==> src/rtl/div32_pkg.sv <==
// Shared types and constants for the 32-bit iterative divider.
package div32_pkg;

    localparam int DIV_WIDTH = 32;
    localparam int DIV_ITERS = 32;

    typedef enum logic [1:0] {
        IDLE = 2'd0,
        BUSY = 2'd1,
        DONE = 2'd2
    } state_t;

    // Two's-complement negate when neg is set; 0x80000000 wraps onto itself.
    function automatic logic [DIV_WIDTH-1:0] apply_sign(input logic [DIV_WIDTH-1:0] mag,
                                                         input logic                 neg);
        return neg ? -mag : mag;
    endfunction

endpackage

==> src/rtl/div32_step.sv <==
// One restoring shift-subtract iteration: shift the next dividend bit into the
// partial remainder, try the subtract, keep it only if it did not borrow.
module div_step
    import div32_pkg::*;
(
    input  logic [DIV_WIDTH-1:0] rem,
    input  logic [DIV_WIDTH-1:0] quo,
    input  logic [DIV_WIDTH-1:0] dmag,
    output logic [DIV_WIDTH-1:0] rem_next,
    output logic [DIV_WIDTH-1:0] quo_next,
    output logic                 qbit
);

    logic [DIV_WIDTH:0] shifted;
    logic [DIV_WIDTH:0] diff;

    always_comb begin
        shifted  = {rem, quo[DIV_WIDTH-1]};
        // rem < dmag keeps shifted below 2*dmag, so bit 32 of diff is the borrow
        diff     = shifted - {1'b0, dmag};
        qbit     = ~diff[DIV_WIDTH];
        rem_next = qbit ? diff[DIV_WIDTH-1:0] : shifted[DIV_WIDTH-1:0];
        quo_next = {quo[DIV_WIDTH-2:0], qbit};
    end

endmodule

==> src/rtl/div32.sv <==
// 32-bit signed/unsigned restoring divider, one quotient bit per clock.
// Operands are reduced to magnitudes at start; signs are reapplied on completion.
module div32
    import div32_pkg::*;
(
    input  logic                 clk,
    input  logic                 reset,
    input  logic                 start,
    input  logic                 sign,
    input  logic                 flush,
    input  logic [DIV_WIDTH-1:0] A,
    input  logic [DIV_WIDTH-1:0] B,
    output logic                 busy,
    output logic                 done,
    output logic                 div_zero,
    output logic [DIV_WIDTH-1:0] LO,
    output logic [DIV_WIDTH-1:0] HI
);

    state_t               state;
    state_t               state_next;
    logic [5:0]           cnt;
    logic [DIV_WIDTH-1:0] rem;
    logic [DIV_WIDTH-1:0] quo;
    logic [DIV_WIDTH-1:0] dmag;
    logic [DIV_WIDTH-1:0] a_lat;
    logic                 neg_q;
    logic                 neg_r;
    logic [DIV_WIDTH-1:0] rem_next;
    logic [DIV_WIDTH-1:0] quo_next;
    logic                 qbit;
    logic                 accept;
    logic                 last_iter;
    logic                 b_zero;
    logic                 finish;

    div_step u_step (
        .rem      (rem),
        .quo      (quo),
        .dmag     (dmag),
        .rem_next (rem_next),
        .quo_next (quo_next),
        .qbit     (qbit)
    );

    assign accept    = (state == IDLE) && start && !flush;
    assign last_iter = (cnt == 6'(DIV_ITERS - 1));
    assign b_zero    = (dmag == '0);
    assign finish    = (state == BUSY) && !flush && (b_zero || last_iter);

    always_ff @(posedge clk or negedge reset) begin
        if (!reset) begin
            state <= IDLE;
        end else begin
            state <= state_next;
        end
    end

    always_comb begin
        state_next = state;
        case (state)
            IDLE: if (start && !flush) state_next = BUSY;
            BUSY: begin
                if (flush) begin
                    state_next = IDLE;
                end else if (b_zero || last_iter) begin
                    state_next = DONE;
                end
            end
            DONE:    state_next = IDLE;
            default: state_next = IDLE;
        endcase
    end

    always_comb begin
        busy = (state != IDLE);
        done = (state == DONE);
    end

    // Working registers are only meaningful inside BUSY, so they carry no reset.
    always_ff @(posedge clk) begin
        if (accept) begin
            a_lat <= A;
            dmag  <= apply_sign(B, sign & B[DIV_WIDTH-1]);
            quo   <= apply_sign(A, sign & A[DIV_WIDTH-1]);
            rem   <= '0;
            neg_q <= sign & (A[DIV_WIDTH-1] ^ B[DIV_WIDTH-1]);
            neg_r <= sign & A[DIV_WIDTH-1];
        end else if (state == BUSY) begin
            rem <= rem_next;
            quo <= quo_next;
        end
    end

    // Visible results change only on the edge that enters DONE.
    always_ff @(posedge clk or negedge reset) begin
        if (!reset) begin
            cnt      <= '0;
            LO       <= '0;
            HI       <= '0;
            div_zero <= 1'b0;
        end else begin
            if (accept) begin
                cnt <= '0;
            end else if (state == BUSY) begin
                cnt <= cnt + 6'd1;
            end
            if (finish) begin
                if (b_zero) begin
                    LO       <= '1;
                    HI       <= a_lat;
                    div_zero <= 1'b1;
                end else begin
                    LO       <= apply_sign(quo_next, neg_q);
                    HI       <= apply_sign(rem_next, neg_r);
                    div_zero <= 1'b0;
                end
            end
        end
    end

endmodule

==> config.mk <==
export PLATFORM = sky130hd
export DESIGN_NAME = div32
export DESIGN_NICKNAME = d
export VERILOG_FILES = /design/src/rtl/div32_pkg.sv /design/src/rtl/div32_step.sv /design/src/rtl/div32.sv
export SDC_FILE = /design/constraint.sdc
export NUM_CORES = 1
export LEC_CHECK = 0
export CAP_MARGIN = 40
export CORE_ASPECT_RATIO = 1.1
export CORE_MARGIN = 2
export CORE_UTILIZATION = 45
export DETAILED_ROUTE_END_ITERATION = 10
export PLACE_DENSITY_LB_ADDON = 0.08
export SLEW_MARGIN = 25
export SYNTH_ARGS = -nofsm -noshare
export SYNTH_HDL_FRONTEND = slang
export SYNTH_SLANG_ARGS = --single-unit
==> constraint.sdc <==
create_clock -name clk -period 4.47 [get_ports clk]
set_input_delay 0.6705 -clock clk [delete_from_list [all_inputs] [get_ports clk]]
set_output_delay 0.6705 -clock clk [all_outputs]
set_load 0.005 [all_outputs]
# After elaboration in Yosys (flattened, before gate mapping)
# Cells that the tools add are included.
# classes
add_sub_neg,6
n_eq_ne,5
mux,16
n_bitwise,5
reduce_logical,12
# ops
operator,n
2-to-1 mux 32 bit,9
negation 32 bit,4
subtractor 33 x 32 -> 33 bit,1
zero test 32 bit,1
2-to-1 mux 6 bit,2
adder 6 x 1 -> 6 bit (second input constant),1
equality test 6 x 5 -> 1 bit (second input constant),1
2-to-1 mux 2 bit,3
logical AND 1 bit,5
one-hot mux 2 bit (2 select lines),1
nonzero test 2 bit,2
AND 1 bit,3
!= test 3 bit (second input constant),1
equality test 2 x 1 -> 1 bit (second input constant),1
equality test 2 bit (second input constant),1
zero test 2 bit,1
!= test 2 x 1 -> 1 bit (second input constant),1
AND reduction 2 bit,1
zero test 1 bit,1
logical OR 1 bit,1
2-to-1 mux 1 bit,1
NOT 1 bit,1
XOR 1 bit,1
# word_totals
ff_bits,203
in_bits,69
output_inout_bits,67
word_cells,55

# Logic depth before layout (Yosys ltp)
# logic_depth
depth_word,5
ltp_mapped,22
ltp_nobuf,19

# Cells and area by module
# A second synthesis with hierarchy kept.
# hier_totals
cells_unflattened,1316
hier_area_um2,12622.1
# by_module_without_submodules
mod,n_inst,cells_per_inst,area_each_um2,seq_area_each_um2
div32,1,975,10064.7,5410.2
div_step,1,341,2557.5,0.0

# Worst setup path after synthesis
# Ideal clock, no wire load.
# synth_path
path_type,reg2reg
from,register quo[31]
to,register LO[28]
setup_time_ns,0.137
t_arrival_ns,4.366
path_slack_ns,-0.033
path_stages_with_launch,22
period_less_slack_ns,4.503
path_cell_list,edfxtp_1 > inv_1 > ha_1 > fa_1 > nand2b_1 > a21oi_1 > o31ai_2 > a2111oi_4 > o21a_2 > nor2_4 > inv_2 > buf_6 > clkbuf_1 > ha_1 > nand2b_1 > nand2b_1 > nand2b_1 > or2_2 > nand3b_1 > o31ai_1 > xor2_1 > a21oi_1
# synth_via
elab_chain_len,5
# synth_rtl
item,line,rtl
"start, declared",div32.sv:24,logic [DIV_WIDTH-1:0] quo;
"start signal, assigned",div32.sv:85,"quo <= apply_sign(A, sign & A[DIV_WIDTH-1]);"
"start signal, assigned",div32.sv:91,quo <= quo_next;
subtractor 33 x 32 -> 33 bit,div32_step.sv:20,"diff = shifted - {1'b0, dmag};"
NOT 1 bit,div32_step.sv:21,qbit = ~diff[DIV_WIDTH];
negation 32 bit,div32_pkg.sv:16,return neg ? -mag : mag;
2-to-1 mux 32 bit,div32_pkg.sv:16,
2-to-1 mux 32 bit,div32.sv:109,if (b_zero) begin
"end signal, assigned",div32.sv:114,"LO <= apply_sign(quo_next, neg_q);"
"end, declared",div32.sv:16,"output logic [DIV_WIDTH-1:0] LO,"
# No other way between the ends.
# A chain may end at the register's enable or synchronous reset.

# Worst setup path after layout
# layout_path
from,register rem[6]
to,register HI[28]
# layout_via
elab_chain_len,5
# layout_rtl
item,line,rtl
"start, declared",div32.sv:23,logic [DIV_WIDTH-1:0] rem;
"start signal, assigned",div32.sv:90,rem <= rem_next;
subtractor 33 x 32 -> 33 bit,div32_step.sv:20,
2-to-1 mux 32 bit (*),div32_step.sv:22,rem_next = qbit ? diff[DIV_WIDTH-1:0] : shifted[DIV_WIDTH-1:0];
negation 32 bit,div32_pkg.sv:16,
2-to-1 mux 32 bit (*),div32_pkg.sv:16,
2-to-1 mux 32 bit (*),div32.sv:109,
"end signal, assigned",div32.sv:111,HI <= a_lat;
"end signal, assigned",div32.sv:115,"HI <= apply_sign(rem_next, neg_r);"
"end, declared",div32.sv:17,output logic [DIV_WIDTH-1:0] HI
# Mark *: on every way between the ends. The rest lies on a longest branch, timed or not.

==> impl_results.md <==
- Data required time of the worst path: between 4000 and 5000 ps
- R2R Path End: HI[28]
- Die height: between 150 and 200 µm
- Post-Syn Area: 12600 µm²
- GRT overflow: 0
- Final Critical Period: between 4000 and 5000 ps
- Gr usage total: between 20% and 30%
- CTS Buf Count: 23
- Routed Wire Length: ~36000 µm
- Final Hold Fails: 0
- Cell taking the most area after synthesis: edfxtp_1
- Top-area cell type share of the netlist area: 23.4%
- Worst slack, placed: approximately 18 ps
- EDFF count, synth: 98
- Vias in the first global route: between 10000 and 15000
- Area of the multi-input gates: between 6000 and 7000 µm²
- Most common flop cell mapped by yosys: edfxtp_1
- NumNets Final: 1622
- CTS max path bufs: 3
- Die area: 29400 µm²
- Reg-to-reg slack, setup: between 100 and 150 ps
- Setup TNS: 0 ps
- Starting Density: a little under half
- Chip width: roughly 160 µm
- First-pass GRT wire length: 58100 µm
- Initial antenna violation count: 0
- Clock-pin slew on the worst setup and hold paths: 60 ps
- DR vias/cell: roughly 5.7
- CTS tree: yes
- # diodes: 0
- RSZ-0062 raised after global routing: yes
- Max Fclk: 0.230 GHz
- Worst-margin pin slew: roughly 790 ps
- FF+latch area: 5410 µm²
- Nature of the critical path startpoint: flip-flop
- Worst-path fanout max: 25
- Max IR drop VDD: approximately 0.00027 V
- Status: finished, final reports clean
- Per-cell routed wire length: slightly below 20 µm
- # IOs: about 140
- DRT iter0 DRCs: roughly 650
- Dpl hpwl: around 28000 µm
- R2R depth: 18
- Register area share after synthesis: a little over two fifths
- Relative slew margins: between 40% and 50%
- Routed Antenna Nets: 0
- Placer Congestion: between 0.9 and 1
- Power after layout: roughly 7.9 mW
- Worst Slack Setup Final: approximately 130 ps
- 1st-pass router iterations: 5
- Max-slew violations: 0
- Period utilization: 97.1%
- #FFs+latches synth: 203
- Total number of vias: approximately 11000
- P&R area growth vs syn: 21.5%
- Async set-reset flop share out of synthesis: 36.0%
- Syn Nets: roughly 1500
- PortBufs: 135
- Worst-Skew Late Latency: 530 ps
- Fillers: 2584
- Residual DRC: 0
- Sink Count: 203
- Reg-to-Reg Start: rem[6]
- Setup crit end kind: flip-flop
- Placed cell areas: ~14000 µm²
- Post-Synthesis Cells: about 1400
- Post-route cell area: roughly 15000 µm²
- WS Path Type: reg -> reg
- Synth area leaders: edfxtp_1 (23%), dfrtp_1 (14%), xor2_1 (5.6%)
- Core area: ~28000 µm²
- Worst path arrival time: 4780 ps
- Share of cells above drive strength 1: between 8 and 9%
- Clk root buf: clkbuf_16
- Leakage: roughly 6 nW
- Power per cell area: 518 nW/µm²
- Yosys Warn Count: 0
- Final Skew: between 20 and 25 ps
- Row cnt: 64
- # Max-Cap Violations: 0
- Pin count of the biggest net entering global routing: 65
- Yosys cell types: between 80 and 90
- Hold Slack: approximately 120 ps
- Hold Path Class: in -> async
- Mean Syn Cell Area: slightly above 9 µm²
- CTS HTree Levels: 1
- Hold_buf cts: 0
- Finish-stage setup viols: 0
## layout make-up
class | instances | share of cell area [%]
flip-flops and latches | 203 | 35.3
well taps | 363 | 2.97
multi-input cells | 1049 | 44.4
inverters | 56 | 1.37
repair buffers | 182 | 11.3
clock inverters | 12 | 0.490
clock buffers | 30 | 4.06
## synth_stat cells, types with 23 or more instances
cell type	number
a21oi_1	112
xnor2_1	55
mux2i_1	27
nor3_1	35
xor2_1	80
edfxtp_1	98
nand2_1	137
o21ai_0	119
ha_1	37
clkbuf_1	40
dfrtp_1	73
o31ai_1	31
nor2_1	110
dfxtp_1	32
a31oi_1	23
nor4_1	23
inv_1	53
## repair_timing
| action | in CTS | in global routing |
|---|---|---|
| buffers inserted | 0 | 3 |
| endpoints found under the setup margin | 0 | 16 |
| resized for setup | 0 | 27 |
## worst max-delay path by stage
stage,from,to,cells after the start
2_1_floorplan,quo[31],LO[28],21
3_5_place_dp,dmag[0],HI[28],14
3_3_place_gp,dmag[0],HI[31],14
5_1_grt,dmag[6],LO[28],18
4_1_cts,dmag[0],HI[31],14
6_report,rem[6],HI[28],18
## cells in the final DEF, fill, tap and decap left out, types with 27 or more instances in the layout
master / count
xor2_1: 80
o31ai_1: 30
dfrtp_1: 73
mux2i_1: 27
nor2_1: 110
edfxtp_1: 98
a21oi_1: 110
ha_1: 28
xnor2_1: 55
inv_1: 53
o21ai_0: 119
nand2_1: 137
nor3_1: 34
clkdlybuf4s50_1: 134
dfxtp_1: 32
buf_4: 41
## cells by family (layout without fill, tap and decap cells)
| family | count (synthesis) | in the layout | synth area share, % |
|---|---|---|---|
| and+or+nand+nor | 426 | 426 | 16.5 |
| xor gates and xnor gates | 135 | 135 | 9.38 |
| buffers and inverters | 116 | 280 | 4.15 |
| DFF | 203 | 203 | 42.9 |
| muxes | 28 | 28 | 2.23 |
| AOI/OAI and AO/OA | 422 | 422 | 20.9 |
| adders and majority gates | 38 | 38 | 3.83 |
## power by group
group / leakage, nW / internal (mW) / switching (mW)
Sequential: 2.20 / 2.21 / 0.263
Combinational: 3.51 / 1.47 / 2.22
Clock: 0.341 / 0.987 / 0.767
Total: 6.05 / 4.67 / 3.25
## stage by stage
stage	cells	utilization, %
floorplan	1368	-
global placement	1844	51.9
detailed placement	1848	52.1
CTS	1890	54.7
global route	1895	55.3
finish	1895	55.3
## routing by layer
metal / routed length (µm) / track usage [%] / vias up
met5: 0 / 0 / -
met4: 635 / 4.91 / 0
met3: 1690 / 2.45 / 47
met2: 17200 / 41.0 / 292
met1: 16900 / 35.6 / 5155
li1: - / - / 5320
## registers in the layout, indices dropped and copies added (netlist names)
name      flops
LO           32
cnt           6
div_zero      1
neg_r         1
neg_q         1
state         2
HI           32
rem          32
dmag         32
quo          32
a_lat        32
## critical path: stages, from the launching register on
cell and delay (ps):
dfxtp_1 400, ha_1 460, nor2_1 120, nor4b_4 350
o31ai_4 170, a2111oi_4 500, o21a_2 240, nor2_4 50
inv_2 110, buf_6 230, nor2_1 60, a21oi_1 220
ha_1 260, o21ai_2 120, a211oi_1 310, buf_4 190
a41oi_1 140, xor2_1 200, o21ai_1 130
Power figures use the tool's default switching activity.
